==> src/rtl/ccg_bist_sig_engine.sv <==
// Self-test wrapper for combinational benchmark circuits: a Galois LFSR drives
// the circuit, a Galois MISR compacts its (optionally pipelined) responses.
module ccg_bist_sig_engine #(
    parameter int               N_IN      = 24,
    parameter int               N_OUT     = 17,
    parameter int               CNT_W     = 16,
    parameter int               LAT       = 0,
    parameter logic [N_IN-1:0]  LFSR_TAPS = 24'hE10000,
    parameter logic [N_OUT-1:0] MISR_TAPS = 17'h12000
) (
    input  logic             clk,
    input  logic             rst_n,
    input  logic             start,
    input  logic [CNT_W-1:0] num_vec,
    input  logic [N_IN-1:0]  seed,
    output logic [N_IN-1:0]  pat_o,
    output logic             pat_valid,
    input  logic [N_OUT-1:0] resp_i,
    output logic             busy,
    output logic             done,
    output logic [N_OUT-1:0] signature,
    output logic [CNT_W-1:0] vec_cnt
);

    typedef enum logic [2:0] {S_IDLE, S_SEED, S_RUN, S_DRAIN, S_DONE} state_t;

    localparam logic [3:0] LAT_C = 4'(LAT);

    state_t           state;
    logic [CNT_W-1:0] nv_q;
    logic [3:0]       drain_cnt;
    logic [N_IN-1:0]  lfsr_next;
    logic [N_OUT-1:0] misr_next;
    logic [LAT:0]     vld_pipe;
    logic             resp_vld;
    logic             last_vec;

    assign lfsr_next = (pat_o >> 1) ^ (pat_o[0] ? LFSR_TAPS : '0);
    assign misr_next = (signature >> 1) ^ (signature[0] ? MISR_TAPS : '0) ^ resp_i;
    assign last_vec  = (vec_cnt == nv_q);
    assign resp_vld  = vld_pipe[LAT];

    // vld_pipe[k] marks that the response arriving now belongs to a vector issued k cycles ago
    generate
        if (LAT == 0) begin : g_nodly
            assign vld_pipe = pat_valid;
        end else begin : g_dly
            logic [LAT-1:0] dly;
            assign vld_pipe = {dly, pat_valid};
            always_ff @(posedge clk) begin
                if (!rst_n) dly <= '0;
                else        dly <= vld_pipe[LAT-1:0];
            end
        end
    endgenerate

    always_ff @(posedge clk) begin
        if (!rst_n) begin
            state     <= S_IDLE;
            pat_o     <= '0;
            pat_valid <= 1'b0;
            busy      <= 1'b0;
            done      <= 1'b0;
            signature <= '0;
            vec_cnt   <= '0;
            nv_q      <= '0;
            drain_cnt <= '0;
        end else begin
            if (resp_vld) signature <= misr_next;
            case (state)
                S_IDLE, S_DONE: begin
                    if (start) begin
                        nv_q      <= num_vec;
                        signature <= '0;
                        vec_cnt   <= '0;
                        if (num_vec == '0) begin
                            state <= S_DONE;
                            done  <= 1'b1;
                            busy  <= 1'b0;
                        end else begin
                            state     <= S_SEED;
                            // an all-zero seed would lock the LFSR at zero
                            pat_o     <= (seed == '0) ? N_IN'(1) : seed;
                            pat_valid <= 1'b1;
                            vec_cnt   <= CNT_W'(1);
                            busy      <= 1'b1;
                            done      <= 1'b0;
                        end
                    end
                end
                S_SEED, S_RUN: begin
                    if (last_vec) begin
                        state     <= S_DRAIN;
                        pat_valid <= 1'b0;
                        drain_cnt <= '0;
                    end else begin
                        state   <= S_RUN;
                        pat_o   <= lfsr_next;
                        vec_cnt <= vec_cnt + CNT_W'(1);
                    end
                end
                S_DRAIN: begin
                    if (drain_cnt == LAT_C) begin
                        state <= S_DONE;
                        busy  <= 1'b0;
                        done  <= 1'b1;
                    end else begin
                        drain_cnt <= drain_cnt + 4'd1;
                    end
                end
                default: state <= S_IDLE;
            endcase
        end
    end

endmodule
==> config.mk <==
export PLATFORM = sky130hd
export DESIGN_NAME = ccg_bist_sig_engine
export DESIGN_NICKNAME = d
export VERILOG_FILES = /design/src/rtl/ccg_bist_sig_engine.sv
export SDC_FILE = /design/constraint.sdc
export NUM_CORES = 1
export LEC_CHECK = 0
export ABC_AREA = 1
export CAP_MARGIN = 20
export CORE_ASPECT_RATIO = 0.75
export CORE_MARGIN = 4
export CORE_UTILIZATION = 44
export CTS_CLUSTER_DIAMETER = 50
export CTS_CLUSTER_SIZE = 30
export DETAILED_ROUTE_END_ITERATION = 7
export MAX_ROUTING_LAYER = met4
export PLACE_DENSITY = 0.77
export SLEW_MARGIN = 20
export SYNTH_ARGS = -nofsm -noshare
export SYNTH_HDL_FRONTEND = slang
export SYNTH_SLANG_ARGS = --single-unit
==> constraint.sdc <==
create_clock -name clk -period 1.4 [get_ports clk]
set_input_delay 0.14 -clock clk [delete_from_list [all_inputs] [get_ports clk]]
set_output_delay 0.14 -clock clk [all_outputs]
set_load 0.01 [all_outputs]
==> out/metrics.yaml, run 1 <==
sequentialPowerShare_pct: 30.7
clock_sink_count: 83
path_buf_inv: 2
detailroute.via_count: 5180
synth_sequential_area_ratio_pct: 37.1
timing_hold_violations_final: 0
routedWlPerCell_um: 14.2
slew_headroom_pct: 76.5
power_per_cell_area_nw_per_um2: 1490
ys_ff_latch: 83
synth_fp_nets: 759
instances_no_fill: 1020
synthSimpleGateAreaFrac_pct: 34.9
r2r_slack_ns: -0.15
firstDrtPassIters: 5
max_cap_viols: 0
yosys.cell_types.count: 30
timing.hold.worst_path_depth: 3
endpoint_of_the_lowest_slack_register_to_register_path: "pat_o[23]$_SDFFE_PN0P_"
dp.final_hpwl_um: 10100
first_iter_violations: 398
wirelength_um: 14500
combinational_family_with_the_most_area_after_synthesis: "simple AND/OR/NAND/NOR gates"
first_pass_grt_wire_length_um: 22800
cp-end-kind: "flop"
grt_pass1_vias: 4907
htree_levels: 3
mostFrequentLayoutCell: "sky130_fd_sc_hd__nand2_1"
total_gr_overflow: 0
hold_end: "nv_q[4]$_SDFFE_PN0P_"
layout-drive-gt1-share_pct: 23.3
chipWidth_um: 124
synthToLayoutAreaGrowth_pct: 57.7
post_synth_fa_ha_maj_area_fraction_pct: 0.839
vias_per_cell: 5.08
mostFrequentLayoutCells: "sky130_fd_sc_hd__nand2_1, sky130_fd_sc_hd__nor2_1, sky130_fd_sc_hd__buf_4"
syn-instance-count: 696
mappedNetlistArea_um2: 4480
postSynthAreaPerCell_um2: 6.43
synth_xor_area_share_pct: 5.09
die_height_um: 95.3
crit_path_start_kind: "input port"
leakage_nw: 3.31
synth-compound-area-share_pct: 12.7
timing.critical_path.max_delay_family: "simple AND/OR/NAND/NOR gates"
timing.critical_path.slowest_stage_cell: "sky130_fd_sc_hd__clkdlybuf4s50_1"
post-route-drc-count: 0
clk_root_buffer_cell: "sky130_fd_sc_hd__clkbuf_16"
worst_ep_required_time_ns: 1.68
timing.reg2reg.worst_path_depth: 9
layout.area.seq_um2: 1730
cts.clk_slew.worst_paths_ns: 0.06
cts_tree: "yes"
setup-tns-final_ns: -5.38
transition_time_at_the_pin_with_the_least_slew_margin_ns: 0.350
status: "complete, but fails checks"
multi_input_comb_area_um2: 2620
irDropWorstVdd_v: 0.000830
failed_checks: "negative setup slack"
grt_usage_pct: 24.3
yosys_warnings: 0
critical_path_class: "input port to flop"
routabilityCongestion: 0.945
max_stage_delay_ns: 0.50
initial_antenna_violation_count: 0
cts-hold-fix-buffers: 0
initial_core_util_pct: 45.8
worstSkewPairLatency_ns: 0.35
max_freq_mhz: 639
numPortBuffers: 119
place.detailed.instances: 1001
fillerInstances: 788
timing.critical_path.fanout_max: 9
antenna_violating_nets_post_route: 0
combinational_group_share_of_total_power_pct: 46.6
post-place-ws_ns: -0.366
switching_fraction_of_total_power_pct: 39.1
timing.hold.worst.class: "input port to flop"
hold_path.startpoint: "num_vec[4]"
antenna_cells: 0
numCtsBuffers: 9
dieArea_um2: 11900
design.final.nets: 946
timing.final.ws_setup_ns: -0.166
total_of_endpoints_with_negative_setup_slack_in_the_final_report: 45
final-max-slew-violation-count: 0
fin_clk_skew_ns: 0.00593
period_needed_ns: 1.57
std_cell_rows: 31
critPathMostFrequentCell: "sky130_fd_sc_hd__nand2_1"
fin_worst_hold_slack_ns: 0.421
power.net_switching_mw: 4.12
placeableCoreArea_um2: 9770
rsz0062_at_grt: "true"
cell_internal_pwr_mw: 6.41
clock_tree.buffer_depth: 2
final_min_period_over_clock_period_pct: 112
share_clk_of_total_power_pct: 22.7
worst_r2r_startpoint: "state[1]$_SDFFE_PN0P_"
worst-endpoint-arrival_ns: 1.85
synth.mux.area_fraction_pct: 0
pin_count: 120
crit_path_cell_trace: "clkdlybuf4s50_1 -> nor2_1 -> nand2_1 -> nor2_1 -> nand2_1 -> nand2_2 -> a21oi_4 -> nand2_8 -> buf_12 -> nand2_1 -> nand2_1 -> nor2_1"
maximum_number_of_pins_on_one_net_before_global_route_repair: 48
cells in the mapped netlist (all sizes together):
| library cell | instances | area, um2 |
|---|---|---|
| a22oi | 1 | 7.51 |
| nor3b | 1 | 7.51 |
| clkbuf | 15 | 56.3 |
| nand2 | 202 | 768 |
| a21oi | 45 | 229 |
| nand4 | 2 | 12.5 |
| xor2 | 6 | 52.6 |
| nand3 | 28 | 163 |
| nor3 | 9 | 45.0 |
| buf | 14 | 103 |
| a211oi | 15 | 113 |
| dfxtp | 83 | 1660 |
| nand3b | 5 | 37.5 |
| ha | 3 | 37.5 |
| nor2 | 131 | 509 |
| or2 | 3 | 18.8 |
| o21ai | 44 | 220 |
| xnor2 | 20 | 175 |
| inv | 69 | 259 |
how the worst max path moves through the flow:
stage	cells after the start	end	start	slack (ns)
CTS	11	vec_cnt[4]$_SDFFE_PN0P_	vec_cnt[7]$_SDFFE_PN0P_	-0.16
floorplan	12	vec_cnt[9]$_SDFFE_PN0P_	vec_cnt[7]$_SDFFE_PN0P_	-0.03
finish	12	pat_o[23]$_SDFFE_PN0P_	num_vec[1]	-0.17
global placement	12	pat_o[15]$_SDFFE_PN0P_	num_vec[11]	-0.32
detailed placement	12	pat_o[1]$_SDFFE_PN0P_	num_vec[11]	-0.37
global route	11	vec_cnt[15]$_SDFFE_PN0P_	nv_q[11]$_SDFFE_PN0P_	-0.28
tightest hold or removal path, delay by kind of cell:
family	cells	cell delay [ns]
AO/OA/AOI/OAI	2	0.17
buffers and inverters	1	0.41
metrics by stage:
step,utilization [%],instance area [um2],power [mW]
floorplan,-,4570,5.80
global placement,66.1,6460,7.53
detailed placement,66.1,6460,7.66
CTS,70.0,6840,10.2
global route,72.2,7060,11.2
finish,72.2,7060,10.5
flip-flops by register name, indices dropped and copies added, names as in the netlist:
name and flops:
nv_q 16, busy 1, vec_cnt 16, pat_valid 1, drain_cnt 4, done 1
pat_o 24, signature 17, state 3
power by group through the flow:
stage | Sequential [mW] | Combinational (mW) | Clock (mW)
2_1_floorplan | 3.36 | 2.44 | 0
3_3_place_gp | 3.23 | 4.30 | 0
3_5_place_dp | 3.25 | 4.42 | 0
4_1_cts | 3.21 | 4.62 | 2.40
5_1_grt | 3.29 | 5.39 | 2.52
6_report | 3.24 | 4.91 | 2.39
timing repair:
item	in CTS	in global routing
gates resized for setup	75	66
endpoints found under the setup margin	101	98
buffers inserted	1	0
cloned	1	1
endpoints found under the hold margin	0	0
pin swaps	6	13
logic make-up (layout without fill, tap and decap cells):
family / after synthesis / in the layout
buffers and inverters: 98 / 290
adders and majority gates: 3 / 3
DFF: 83 / 83
AOI/OAI and AO/OA: 105 / 105
xor gates and xnor gates: 26 / 26
and+or+nand+nor: 381 / 381
cell type report:
class,instances,area share [%]
clock buffer,10,3.55
clock inverter,6,0.638
inverter,69,3.81
multi-input combinational,515,37.2
sequential,83,24.5
tap,132,2.34
timing repair buffer,205,28.0
layer usage:
layer  GRT usage, %  vias to the layer above  share of wire (%)
met2           38.8                      215                 47
li1               -                     2560                  -
met5              -                        -                  0
met1           31.1                     2386                 45
met4           7.39                        0                1.3
met3           5.43                       19                6.8
(Power assumes the default switching activity.)
==> run 2, diff against run 1 <==
--- a/config.mk
+++ b/config.mk
@@ -15,7 +15,7 @@
 export DETAILED_ROUTE_END_ITERATION = 7
 export MAX_ROUTING_LAYER = met4
 export PLACE_DENSITY = 0.77
-export SLEW_MARGIN = 20
 export SYNTH_ARGS = -nofsm -noshare
 export SYNTH_HDL_FRONTEND = slang
 export SYNTH_SLANG_ARGS = --single-unit
+export TNS_END_PERCENT = 10
==> run 2 against run 1 <==
Compared with the run above:
- the flow still finishes with violations (negative setup slack)
- sequential power hardly changed
- via count is 0.23% higher
- core utilization up 1.4 points
- global-route usage increased by 0.38 points
- combinational power increased by 4.7%
- die area unchanged
- non-clock buffer count grew 9
- register-to-register slack got worse by 0.04 ns
- count of clock-buffer cells in the layout rose by 3
- worst setup slack got worse by 0.025 ns
- critical path type is now flop to flop
- largest cell class unchanged
- largest power group unchanged
==> out/metrics.yaml, run 2 (synthesis results as in run 1) <==
status: "complete, but fails checks"
failed_checks: "negative setup slack"
dp.final_hpwl_um: 10500  # +3.9%
timing_hold_violations_final: 0  # unchanged
synthToLayoutAreaGrowth_pct: 60.7
slew_headroom_pct: 77.2  # +0.75 points
worst-endpoint-arrival_ns: 1.87  # +0.02 ns
numCtsBuffers: 9  # unchanged
layout.core_utilization_pct: 73.6  # +1.4 points
cts-hold-fix-buffers: 0  # unchanged
first_pass_grt_wire_length_um: 23300  # +2.1%
routedWlPerCell_um: 14.7  # +3.7%
clock_sink_count: 83  # unchanged
worstSkewPairLatency_ns: 0.34  # about the same
place.detailed.instances: 1008  # +0.70%
pin_count: 120  # unchanged
rsz0062_at_grt: "true"
grt.met3_usage_pct: 5.04  # -0.39 points
routabilityCongestion: 0.904  # -4.3%
multi_input_comb_area_um2: 2660  # +1.5%
power_mw: 11.0  # +4.3%
initial_core_util_pct: 45.8  # unchanged
timing.hold.worst.class: "input port to flop"
design.final.nets: 956  # +1.1%
leakage_nw: 3.34  # +1.0%
firstDrtPassIters: 5  # unchanged
maximum_number_of_pins_on_one_net_before_global_route_repair: 41  # -15%
wirelength_um: 15100  # +4.7%
transition_time_at_the_pin_with_the_least_slew_margin_ns: 0.340  # -0.00981 ns
placeableCoreArea_um2: 9770  # unchanged
most_used_routing_layer: "met2"
antenna_violating_nets_post_route: 0  # unchanged
largest_register_ff_count: 24  # unchanged
timing.final.ws_setup_ns: -0.191  # -0.0250 ns
r2r_slack_ns: -0.19  # -0.04 ns
post-place-ws_ns: -0.349  # +0.0164 ns
clk_root_buffer_cell: "sky130_fd_sc_hd__clkbuf_16"
mostFrequentLayoutCells: "sky130_fd_sc_hd__nand2_1, sky130_fd_sc_hd__nor2_1, sky130_fd_sc_hd__buf_4"
clock_tree.buffer_depth: 2  # unchanged
cp-end-kind: "flop"
final_min_period_over_clock_period_pct: 114  # +1.8 points
fin_clk_skew_ns: 0.00675  # +0.000820 ns
total_of_endpoints_with_negative_setup_slack_in_the_final_report: 60  # +33%
grt_pass1_vias: 4953  # +0.94%
met2_track_utilization_from_global_routing_pct: 41.8  # +3.0 points
critical_path_class: "flop to flop"
dieArea_um2: 11900  # unchanged
vias_per_cell: 5.04  # -0.74%
max_cap_viols: 0  # unchanged
chipWidth_um: 124  # unchanged
antenna_cells: 0  # unchanged
biggestRegsByFlops: "pat_o (24), signature (17)"
mostFrequentLayoutCell: "sky130_fd_sc_hd__nand2_1"
max_freq_mhz: 629  # -1.6%
total_gr_overflow: 0  # unchanged
instances_no_fill: 1030  # +0.98%
layout-drive-gt1-share_pct: 24.4  # +1.1 points
detailroute.via_count: 5192  # +0.23%
worst_ep_required_time_ns: 1.67  # about the same
irDropWorstVdd_v: 0.00102  # +23%
period_needed_ns: 1.59  # +0.0250 ns
setup-tns-final_ns: -6.84  # -1.46 ns
cts_tree: "yes"
met1_usage_pct: 30.6  # -0.59 points
crit_path_start_kind: "flop"
timing.critical_path.fanout_max: 6  # -3
post-route-drc-count: 0  # unchanged
cts.clk_slew.worst_paths_ns: 0.06  # about the same
grt_usage_pct: 24.7  # +0.38 points
numPortBuffers: 119  # unchanged
die_height_um: 95.3  # unchanged
power_per_cell_area_nw_per_um2: 1530  # +2.3%
initial_antenna_violation_count: 0  # unchanged
htree_levels: 3  # unchanged
layout.area.seq_um2: 1730  # -0.14%
final-max-slew-violation-count: 0  # unchanged
first_iter_violations: 378  # -5.0%
fillerInstances: 766  # -2.8%
std_cell_rows: 31  # unchanged
max_flop_register: "pat_o"
## run 2: cell types whose count changed in the layout (fill, tap and decap cells not counted), sizes merged
| cell | previous run | this run |
|---|---|---|
| clkdlybuf4s50 | 65 | 72 |
| inv | 72 | 69 |
| clkbuf | 11 | 15 |
| dlymetal6s2s | 17 | 14 |
| clkinvlp | 1 | 0 |
| clkinv | 2 | 3 |
| dlygate4sd2 | 37 | 28 |
| buf | 85 | 98 |
| nand2 | 202 | 203 |
## run 2: per-stage QoR
| stage | hold slack (ns) | instance area, um2 |
|---|---|---|
| floorplan | 0.330 | 4550 |
| global placement | 0.453 | 6500 |
| detailed placement | 0.478 | 6500 |
| CTS | 0.451 | 6910 |
| global route | 0.463 | 7190 |
| finish | 0.452 | 7190 |
## run 2: layout make-up
type	count	share of cell area, %
Multi-Input combinational cell	516	37.0
Clock buffer	13	4.37
Inverter	69	3.67
Tap cell	132	2.30
Timing Repair Buffer	214	28.3
Sequential cell	83	24.0
Clock inverter	3	0.313
## run 2: critical path, stage by stage (launching register included)
cell,delay [ns]
sky130_fd_sc_hd__dfxtp_4,0.37
sky130_fd_sc_hd__inv_2,0.04
sky130_fd_sc_hd__nand2_2,0.05
sky130_fd_sc_hd__nand2_1,0.07
sky130_fd_sc_hd__nor2_2,0.14
sky130_fd_sc_hd__nand2_2,0.10
sky130_fd_sc_hd__nor2_4,0.15
sky130_fd_sc_hd__nand2_4,0.08
sky130_fd_sc_hd__nand2_8,0.12
sky130_fd_sc_hd__buf_6,0.14
sky130_fd_sc_hd__buf_6,0.10
sky130_fd_sc_hd__nand3_4,0.05
sky130_fd_sc_hd__a21oi_2,0.12
## run 2: final timing paths
kind                                              start                   endpoint  cells past startpoint
worst max-delay path            vec_cnt[6]$_SDFFE_PN0P_  drain_cnt[2]$_SDFFE_PN0P_                     12
worst min-delay path                        num_vec[12]      nv_q[12]$_SDFFE_PN0P_                      3
worst max register to register  vec_cnt[6]$_SDFFE_PN0P_  drain_cnt[2]$_SDFFE_PN0P_                     12
worst min register to register    nv_q[12]$_SDFFE_PN0P_      nv_q[12]$_SDFFE_PN0P_                      2
## run 2: power breakdown
group	switching, mW	internal, mW	leakage (nW)
registers	0.417	2.85	0.697
clock network	1.00	1.58	0.167
logic	2.77	2.37	2.48
total	4.19	6.80	3.34
## run 2: layer usage
metal	wire [um]	share of wire (%)
met1	6620	44
met2	7450	49
met3	908	6.0
met4	165	1.1
met5	0	0
## run 2: repair_timing
| item | 4_1_cts | 5_1_grt |
|---|---|---|
| setup buffers | 3 | 0 |
| gates resized for setup | 67 | 70 |
| pin swaps | 13 | 18 |
| cloned | 0 | 3 |
| setup endpoints to repair | 92 | 80 |
==> run 3, diff against run 2 <==
--- a/config.mk
+++ b/config.mk
@@ -5,7 +5,7 @@
 export SDC_FILE = /design/constraint.sdc
 export NUM_CORES = 1
 export LEC_CHECK = 0
-export ABC_AREA = 1
+export ABC_AREA = 0
 export CAP_MARGIN = 20
 export CORE_ASPECT_RATIO = 0.75
 export CORE_MARGIN = 4
@@ -15,6 +15,7 @@
 export DETAILED_ROUTE_END_ITERATION = 7
 export MAX_ROUTING_LAYER = met4
 export PLACE_DENSITY = 0.77
+export SLEW_MARGIN = 20
 export SYNTH_ARGS = -nofsm -noshare
 export SYNTH_HDL_FRONTEND = slang
 export SYNTH_SLANG_ARGS = --single-unit
==> run 3 against run 2 <==
Compared with the run above:
- area after synthesis fell by 2.8%
- the flow still finishes with violations (negative setup slack)
- critical path depth fell by 5
- global-route usage fell by 0.81 points
- register-to-register slack got worse by 0.33 ns
- worst setup slack got worse by 0.33 ns
- clock power rose by 2%
- worst hold slack got worse by 0.23 ns
- cell count fell by 21%
- highest routed layer unchanged
- power fell by 32%
- non-clock buffer count fell by 12
==> out/metrics.yaml, run 3 <==
clock_tree.buffer_depth: 2  # unchanged
mappedNetlistArea_um2: 4350  # -2.8%
wirelength_um: 13700  # -9.7%
total_gr_overflow: 0  # unchanged
status: "complete, but fails checks"
yosys.cell_count.top_type: "sky130_fd_sc_hd__nand2_1"
timing.hold.worst.class: "input port to flop"
syn-instance-count: 500  # -28%
setup-tns-final_ns: -19.78  # -12.93 ns
initial_core_util_pct: 45.0  # -0.74 points
max_freq_mhz: 522  # -17%
dp.final_hpwl_um: 9620  # -8.8%
cp-end-kind: "flop"
transition_time_at_the_pin_with_the_least_slew_margin_ns: 0.503  # +0.163 ns
async_reset_ff_share_pct: 0  # unchanged
antenna_cells: 0  # unchanged
maximum_number_of_pins_on_one_net_before_global_route_repair: 64  # +56%
std_cell_rows: 31  # unchanged
layout-drive-gt1-share_pct: 25.4  # +1.1 points
number_of_enable_type_register_cells_in_the_synthesized_netlist: 0  # unchanged
routabilityCongestion: 0.892  # -1.3%
mostFrequentLayoutCells: "sky130_fd_sc_hd__nand2_1, sky130_fd_sc_hd__buf_4, sky130_fd_sc_hd__dfxtp_1"
firstDrtPassIters: 5  # unchanged
timing.final.ws_setup_ns: -0.516  # -0.325 ns
total_of_endpoints_with_negative_setup_slack_in_the_final_report: 51  # -15%
first_pass_grt_wire_length_um: 21400  # -8.3%
clock_sink_count: 83  # unchanged
crit_path_start_kind: "flop"
die_height_um: 94.1  # -1.3%
design.final.nets: 742  # -22%
yosys_warnings: 0  # unchanged
post-synth-top-area-fraction_pct: 38.2  # +1.1 points
synth_top_cells_by_area: "sky130_fd_sc_hd__dfxtp_1, sky130_fd_sc_hd__nand2_1, sky130_fd_sc_hd__mux2i_1"
biggestRegsByFlops: "pat_o (24), signature (17)"
first_iter_violations: 304  # -20%
cts_tree: "yes"
r2r_slack_ns: -0.52  # -0.33 ns
leakage_nw: 2.95  # -12%
vias_per_cell: 5.42  # +7.4%
cts-hold-fix-buffers: 0  # unchanged
max_stage_delay_ns: 0.40  # +0.03 ns
failed_checks: "negative setup slack"
placeableCoreArea_um2: 9660  # -1.2%
cts.clk_slew.worst_paths_ns: 0.06  # about the same
worst_ep_required_time_ns: 1.66  # about the same
dieArea_um2: 11600  # -2.6%
max_cap_viols: 0  # unchanged
crit_path_cell_trace: "xor2_1 -> nor4_4 -> nand4_4 -> a21oi_4 -> buf_4 -> buf_12 -> mux2i_1"
timing.critical_path.max_delay_family: "simple AND/OR/NAND/NOR gates"
synthDominantAreaCellType: "sky130_fd_sc_hd__dfxtp_1"
synth_top_flop_cell: "sky130_fd_sc_hd__dfxtp_1"
final-max-slew-violation-count: 0  # unchanged
initial_antenna_violation_count: 0  # unchanged
irDropWorstVdd_v: 0.000669  # -34%
rsz0062_at_grt: "true"
fillerInstances: 686  # -10%
max_flop_register: "pat_o"
mostFrequentLayoutCell: "sky130_fd_sc_hd__nand2_1"
synth_sequential_area_ratio_pct: 38.2  # +1.1 points
ys_ff_latch: 83  # unchanged
synth.cells.most_frequent: "sky130_fd_sc_hd__nand2_1, sky130_fd_sc_hd__dfxtp_1, sky130_fd_sc_hd__nor2_1, sky130_fd_sc_hd__mux2i_1"
numCtsBuffers: 9  # unchanged
fin_clk_skew_ns: 0.00715  # +0.000398 ns
antenna_violating_nets_post_route: 0  # unchanged
synth_fp_nets: 563  # -26%
grt_usage_pct: 23.9  # -0.81 points
timing_hold_violations_final: 0  # unchanged
detailroute.via_count: 4419  # -15%
chipWidth_um: 123  # -1.3%
htree_levels: 3  # unchanged
largest_register_ff_count: 24  # unchanged
grt_pass1_vias: 4453  # -10%
routedWlPerCell_um: 16.8  # +14%
timing.critical_path.fanout_max: 6  # unchanged
worstSkewPairLatency_ns: 0.34  # about the same
period_needed_ns: 1.92  # +0.325 ns
synthToLayoutAreaGrowth_pct: 55.0
yosys.cell_types.count: 52  # +73%
final_min_period_over_clock_period_pct: 137  # +23 points
fin_worst_hold_slack_ns: 0.218  # -0.233 ns
pin_count: 120  # unchanged
clk_root_buffer_cell: "sky130_fd_sc_hd__clkbuf_16"
numPortBuffers: 119  # unchanged
slew_headroom_pct: 66.4  # -11 points
post-route-drc-count: 0  # unchanged
path_buf_inv: 2  # -1
timing.critical_path.slowest_stage_cell: "sky130_fd_sc_hd__nor4_4"
critical_path_class: "flop to flop"
worst-endpoint-arrival_ns: 2.17  # +0.30 ns
power_per_cell_area_nw_per_um2: 1110  # -27%
postSynthAreaPerCell_um2: 8.70  # +35%
run 3: cell types whose count changed after synthesis, sizes merged, moves of 22 or more:
cell   before  now
a21oi      45   23
o21ai      44    6
mux2i       0   26
inv        69    5
nand2     202  104
nor2      131   27
run 3: kinds of logic after synthesis:
kind of cell | Yosys count | synth area share, %
AND/OR/NAND/NOR | 208 | 24.1
flip-flops | 83 | 38.2
AO/OA/AOI/OAI | 81 | 13.1
multiplexers | 47 | 11.4
buffers and inverters | 40 | 4.75
XOR/XNOR | 38 | 7.65
adder cells (fa/ha/maj) | 3 | 0.863
run 3: per-layer routing:
| metal | share of wire, % | track usage [%] |
|---|---|---|
| met5 | 0 | - |
| met4 | 2.0 | 7.46 |
| met2 | 52 | 41.8 |
| met1 | 42 | 27.9 |
| met3 | 4.8 | 4.15 |
run 3: cell type report:
cell class / instances / area, um2 / area share [%]
Multi-Input combinational cell: 378 / 2650 / 39.3
Timing Repair Buffer: 202 / 1870 / 27.8
Sequential cell: 83 / 1690 / 25.1
Clock buffer: 14 / 305 / 4.53
Tap cell: 132 / 165 / 2.45
Clock inverter: 2 / 37.5 / 0.557
Inverter: 5 / 18.8 / 0.278
run 3: through the flow:
step	total power, mW	area, um2	utilization [%]	instances	setup WS [ns]
global route	7.74	6740	69.8	816	-0.571
finish	7.47	6740	69.8	816	-0.516
detailed placement	4.73	6190	64.1	791	-0.779
floorplan	3.85	4410	-	500	-0.413
CTS	7.44	6650	68.8	815	-0.468
global placement	4.67	6190	64.1	791	-0.644
run 3: power breakdown:
group / switching (mW) / internal (mW) / leakage, nW
clock: 0.947 / 1.69 / 0.166
sequential: 0.175 / 2.57 / 0.688
combinational: 1.01 / 1.08 / 2.10
total: 2.13 / 5.33 / 2.95
run 3: what timing repair did:
action,CTS,global route
pin swaps,16,3
resized for setup,66,26
buffers inserted,5,2
gates cloned,3,0
setup endpoints to repair,93,93
run 3: worst paths after layout:
| path | startpoint | cells after the start | to |
|---|---|---|---|
| worst min-delay path | num_vec[6] | 3 | nv_q[6]$_SDFFE_PN0P_ |
| worst min register to register | pat_o[5]$_SDFFE_PN0P_ | 2 | pat_o[5]$_SDFFE_PN0P_ |
| worst max register to register | vec_cnt[4]$_SDFFE_PN0P_ | 7 | pat_o[21]$_SDFFE_PN0P_ |
| worst max-delay path | vec_cnt[4]$_SDFFE_PN0P_ | 7 | pat_o[21]$_SDFFE_PN0P_ |
run 3: worst reg2reg max path, cell delays in order, from the launching register on:
cell and delay (ns):
sky130_fd_sc_hd__dfxtp_2 0.34, sky130_fd_sc_hd__xor2_1 0.19, sky130_fd_sc_hd__nor4_4 0.40, sky130_fd_sc_hd__nand4_4 0.21, sky130_fd_sc_hd__a21oi_4 0.22, sky130_fd_sc_hd__buf_4 0.15, sky130_fd_sc_hd__buf_12 0.12, sky130_fd_sc_hd__mux2i_1 0.21
